## src/rtl/wavegen.sv

```systemverilog
`default_nettype none
// ============================================================================
// Module   : wavegen
// Function : Multi-mode waveform generator (triangle, saw up, saw down, square)
//            with runtime-programmable step. Optional macro WAVEGEN_SYNC_EN
//            adds the registered period-start pulse o_sync.
// Revision : 1.0 - initial release
// ============================================================================
module wavegen #(
  parameter int WIDTH = 8
) (
  input  logic             i_clk,
  input  logic             i_rst,
  input  logic             i_holdn,
  input  logic             i_cfg_valid,
  input  logic [1:0]       i_cfg_mode,
  input  logic [WIDTH-1:0] i_cfg_step,
  output logic [WIDTH-1:0] o_out,
  output logic             o_rising
`ifdef WAVEGEN_SYNC_EN
  ,
  output logic             o_sync
`endif
);

  localparam logic [WIDTH-1:0] c_MAX  = '1;
  localparam logic [WIDTH-1:0] c_ZERO = '0;
  localparam logic [WIDTH-1:0] c_ONE  = {{(WIDTH-1){1'b0}}, 1'b1};

  localparam logic [1:0] c_MODE_TRI    = 2'b00;
  localparam logic [1:0] c_MODE_SAW_UP = 2'b01;
  localparam logic [1:0] c_MODE_SAW_DN = 2'b10;
  localparam logic [1:0] c_MODE_SQUARE = 2'b11;

  logic [1:0]       r_mode;
  logic [WIDTH-1:0] r_step;
  logic [WIDTH-1:0] r_count;
  logic             r_dir;

  logic [WIDTH-1:0] w_next_count;
  logic             w_next_dir;
  logic             w_advance;

  assign w_advance = i_holdn && (r_step != c_ZERO);

  // Extremes are clamped rather than overshot so each peak lasts one cycle.
  always_comb begin
    w_next_count = r_count;
    w_next_dir   = r_dir;
    case (r_mode)
      c_MODE_SAW_UP: begin
        if (r_count > c_MAX - r_step) w_next_count = c_ZERO;
        else                          w_next_count = r_count + r_step;
      end
      c_MODE_SAW_DN: begin
        if (r_count < r_step) w_next_count = c_MAX;
        else                  w_next_count = r_count - r_step;
      end
      default: begin
        if (r_dir) begin
          if (r_count >= c_MAX - r_step) begin
            w_next_count = c_MAX;
            w_next_dir   = 1'b0;
          end else begin
            w_next_count = r_count + r_step;
          end
        end else begin
          if (r_count <= r_step) begin
            w_next_count = c_ZERO;
            w_next_dir   = 1'b1;
          end else begin
            w_next_count = r_count - r_step;
          end
        end
      end
    endcase
  end

  always_ff @(posedge i_clk) begin
    if (i_rst) begin
      r_mode  <= c_MODE_TRI;
      r_step  <= c_ONE;
      r_count <= c_ZERO;
      r_dir   <= 1'b1;
    end else if (i_cfg_valid) begin
      r_mode  <= i_cfg_mode;
      r_step  <= i_cfg_step;
      r_count <= c_ZERO;
      r_dir   <= 1'b1;
    end else if (w_advance) begin
      r_count <= w_next_count;
      r_dir   <= w_next_dir;
    end
  end

  always_comb begin
    o_out = r_count;
    if (r_mode == c_MODE_SQUARE) o_out = r_dir ? c_MAX : c_ZERO;
  end

  assign o_rising = r_dir;

`ifdef WAVEGEN_SYNC_EN
  logic r_sync;
  logic w_period_start;

  // Period start: saw wraps, or the triangle/square bottom turn-around.
  always_comb begin
    case (r_mode)
      c_MODE_SAW_UP: w_period_start = (r_count > c_MAX - r_step);
      c_MODE_SAW_DN: w_period_start = (r_count < r_step);
      default:       w_period_start = !r_dir && (r_count <= r_step);
    endcase
  end

  always_ff @(posedge i_clk) begin
    if (i_rst)            r_sync <= 1'b0;
    else if (i_cfg_valid) r_sync <= 1'b1;
    else if (w_advance)   r_sync <= w_period_start;
    else                  r_sync <= 1'b0;
  end

  assign o_sync = r_sync;
`endif

endmodule
`default_nettype wire

```

## config.mk

```make
export PLATFORM = sky130hd
export DESIGN_NAME = wavegen
export DESIGN_NICKNAME = d
export VERILOG_FILES = /design/src/rtl/wavegen.sv
export SDC_FILE = /design/constraint.sdc
export NUM_CORES = 1
export LEC_CHECK = 0
export BUFFER_PORTS_ARGS = -buffer_cell sky130_fd_sc_hd__buf_2
export CAP_MARGIN = 20
export CELL_PAD_IN_SITES_DETAIL_PLACEMENT = 1
export CELL_PAD_IN_SITES_GLOBAL_PLACEMENT = 2
export CORE_ASPECT_RATIO = 2
export CORE_MARGIN = 1
export CORE_UTILIZATION = 31
export CTS_CLUSTER_SIZE = 30
export DETAILED_ROUTE_END_ITERATION = 8
export GPL_TIMING_DRIVEN = 1
export HOLD_SLACK_MARGIN = 0.05
export PLACE_DENSITY_LB_ADDON = 0.1
export REMOVE_ABC_BUFFERS = 1
export SYNTH_ARGS = -nofsm -noshare
export SYNTH_HDL_FRONTEND = slang
export SYNTH_SLANG_ARGS = --single-unit
```

## constraint.sdc

```tcl
create_clock -name i_clk -period 2.1 [get_ports i_clk]
set_input_delay 0.315 -clock i_clk [delete_from_list [all_inputs] [get_ports i_clk]]
set_output_delay 0.315 -clock i_clk [all_outputs]
set_load 0.1 [all_outputs]
```

==> out/metrics.csv <==
metric,value,unit
outcome,"complete, but fails checks",
failing checks,setup timing,
RSZ-0062 raised after global routing,yes,
"EDFF count, synth",0,
Rel. slew slack,0.675,
post-route cell area,0.00297,sq mm
clock skew,0.00102,ns
drt first pass iters,4,
CTS Hold Bufs,0,
sequential area share after synthesis,0.195,
met2 usage,0.441,
CTS root buf,clkbuf_16,
first-pass GRT wire length,12200,microns
met3 global-route usage,0.0227,
Starting Density,0.324,
Top Usage Layer GRT,met2,
grt total ovfl,0,
CTS sink cnt,19,
Peak VDD IR,0.580,mV
Worst Path Max Fanout,7,
ys flop type,dfxtp_1,
DR vias/cell,5.36,
die area,0.00662,sq mm
Sequential Area,393,sq um
most common library cell in the layout ignoring fill and taps,buf_4,
Final Power,1.49,mW
CP dominant cell by count,a21o_1,
placed cell areas,0.00263,sq mm
Cells after Synth,259,
CP max stage delay,0.36,ns
Site Rows,40,
I/O pin count,23,
GRT Total Usage,0.248,
DR WL/cell,18.8,microns
dpl hpwl,6230,microns
CORE AREA,0.00601,sq mm
vias in the first global route,2457,
synthesis warning total,0,
Detailed Route WL,7570,microns
Nets,376,
"Clk pin slew, worst setup/hold paths",0.06,ns
leakage,1.33,nW
# port buffers,22,
Die Ht,114,microns
DRT iter0 DRCs,63,
max_cap viols,0,
Max Slew Vio Count,0,
Final Util,0.495,
ant diodes,0,
largest net degree at the start of global routing,14,
slew at the pin with the worst max-slew slack,0.490,ns
initial antenna violation count,0,
total number of vias,2156,
clock buffer depth,2,
Setup CP Type,reg -> reg,
HP Class,in -> reg,
GPL Wtd Cong,0.858,
"Slowest-stage cell, CP",dfxtp_4,
Post-DRT Antenna Nets,0,
Area Overhead vs Synth,52.8,%
Post-Syn Area,0.00195,sq mm
CTS tree,done,
FMAX,443,MHz
worst endpoint required time,2.24,ns
CP Capture Type,flop,
Final Cycle Share,1.08,
Die W,58.0,microns
syn avg cell area,7.51,sq um
"FFs w/ async S/R, synth",0,
share of cells above drive strength 1,0.413,
fin worst setup slack,-0.158,ns
crit-path cells,inv_4 > ha_4 > inv_2 > fa_2 > a21o_1 > a21o_1 > a21oi_4 > nor2_4 > and3b_1 > o21ai_1 > o211ai_1,
setup violators final,9,
CTS H-Tree Depth,1,
area occupied by multi-input gates,0.00160,sq mm
pwr dens,502,mW/mm^2
drt drc,0,
Final Hold Viols,0,
met1 GRT Util,0.264,
CP arrival,2.40,ns
Synth Register Bits,19,
Setup WS pre-CTS,-0.243,ns
min Tclk post-route,2.26,ns
critical path startpoint category,flop,
total CTS buffers,3,
# fillers,746,
Skew-Pair Late Insertion Delay,0.26,ns
most frequent cells in the layout,"buf_4 (60), nor2_1 (32), inv_1 (27)",
Unique masters post-synth,58,
==> cells in the mapped netlist, drive strengths merged, types with 4 or more instances <==
master  instances  area share
xnor2           6       0.027
o21ai          24       0.064
o211ai          4       0.015
dfxtp          19        0.20
ha             20        0.13
buf             6       0.024
a221oi          4       0.024
nand2          18       0.035
nor3            6       0.015
a21o            5       0.019
a31oi           4       0.013
a21oi          18       0.052
nor2           36       0.071
inv            29       0.056
mux2i           9       0.046
==> through the flow <==
stage / setup TNS (ns) / instances / hold WS, ns
5_1_grt: -1.94 / 402 / 0.293
4_1_cts: -0.606 / 401 / 0.274
2_1_floorplan: -7.80 / 250 / 0.387
3_3_place_gp: -1.48 / 393 / 0.533
3_5_place_dp: -1.78 / 393 / 0.541
6_report: -1.09 / 402 / 0.279
==> flip-flops by register name, summed over array words and instances, names as in the netlist <==
register,cells
o_rising,1
r_count,8
r_mode,2
r_step,8
==> metal layers <==
| layer | share of wire | vias to the layer above |
|---|---|---|
| met5 | 0 | - |
| met4 | 0.067 | 0 |
| met3 | 0.018 | 25 |
| met2 | 0.53 | 46 |
| met1 | 0.39 | 1008 |
| li1 | - | 1077 |
==> critical path: cells and delay by family, from the launching register on <==
kind                     cells  cell delay (ns)
AO/OA/AOI/OAI                5             0.91
adder cells (fa/ha/maj)      2             0.46
buffers and inverters        2             0.09
AND/OR/NAND/NOR              2             0.31
flip-flops                   1             0.36
==> report_power, final <==
| group | total, mW | leakage (nW) | internal [mW] | switching [mW] |
|---|---|---|---|---|
| clock network | 0.411 | 0.0409 | 0.256 | 0.155 |
| logic | 0.685 | 1.13 | 0.297 | 0.388 |
| registers | 0.398 | 0.157 | 0.379 | 0.0195 |
| total | 1.49 | 1.33 | 0.932 | 0.562 |
==> final timing paths <==
check	startpoint	end	slack, ns	cells after the start
worst min register to register	r_mode[0]$_SDFFE_PP0P_	r_mode[0]$_SDFFE_PP0P_	0.56	2
worst max register to register	r_count[0]$_SDFFE_PP0P_	r_count[7]$_SDFFE_PP0P_	-0.16	11
worst min-delay path	i_cfg_step[0]	r_step[0]$_SDFFE_PP1P_	0.28	3
worst max-delay path	r_count[0]$_SDFFE_PP0P_	r_count[7]$_SDFFE_PP0P_	-0.16	11
==> cell families (layout without fill, tap and decap cells) <==
family                     count (synthesis)  after routing  synth area share
and+or+nand+nor                           82             82             0.203
xor gates and xnor gates                   8              8            0.0360
adders and majority gates                 22             22             0.149
AOI/OAI and AO/OA                         81             81             0.285
DFF                                       19             19             0.195
buffers and inverters                     38            118            0.0855
muxes                                      9              9            0.0463
==> cell type report <==
cell class                      count  share of cell area
Multi-Input combinational cell    202               0.537
Timing Repair Buffer               85               0.240
Sequential cell                    19               0.132
Inverter                           29              0.0375
Tap cell                           63              0.0265
Clock buffer                        3              0.0253
Clock inverter                      1             0.00168
==> repair_timing <==
| action | in CTS | in global routing |
|---|---|---|
| pin swaps | 22 | 8 |
| setup buffers | 4 | 1 |
| endpoints found under the setup margin | 9 | 9 |
| cloned | 0 | 0 |
| resized for setup | 49 | 10 |
No activity file was read; power rests on OpenSTA's default activity.
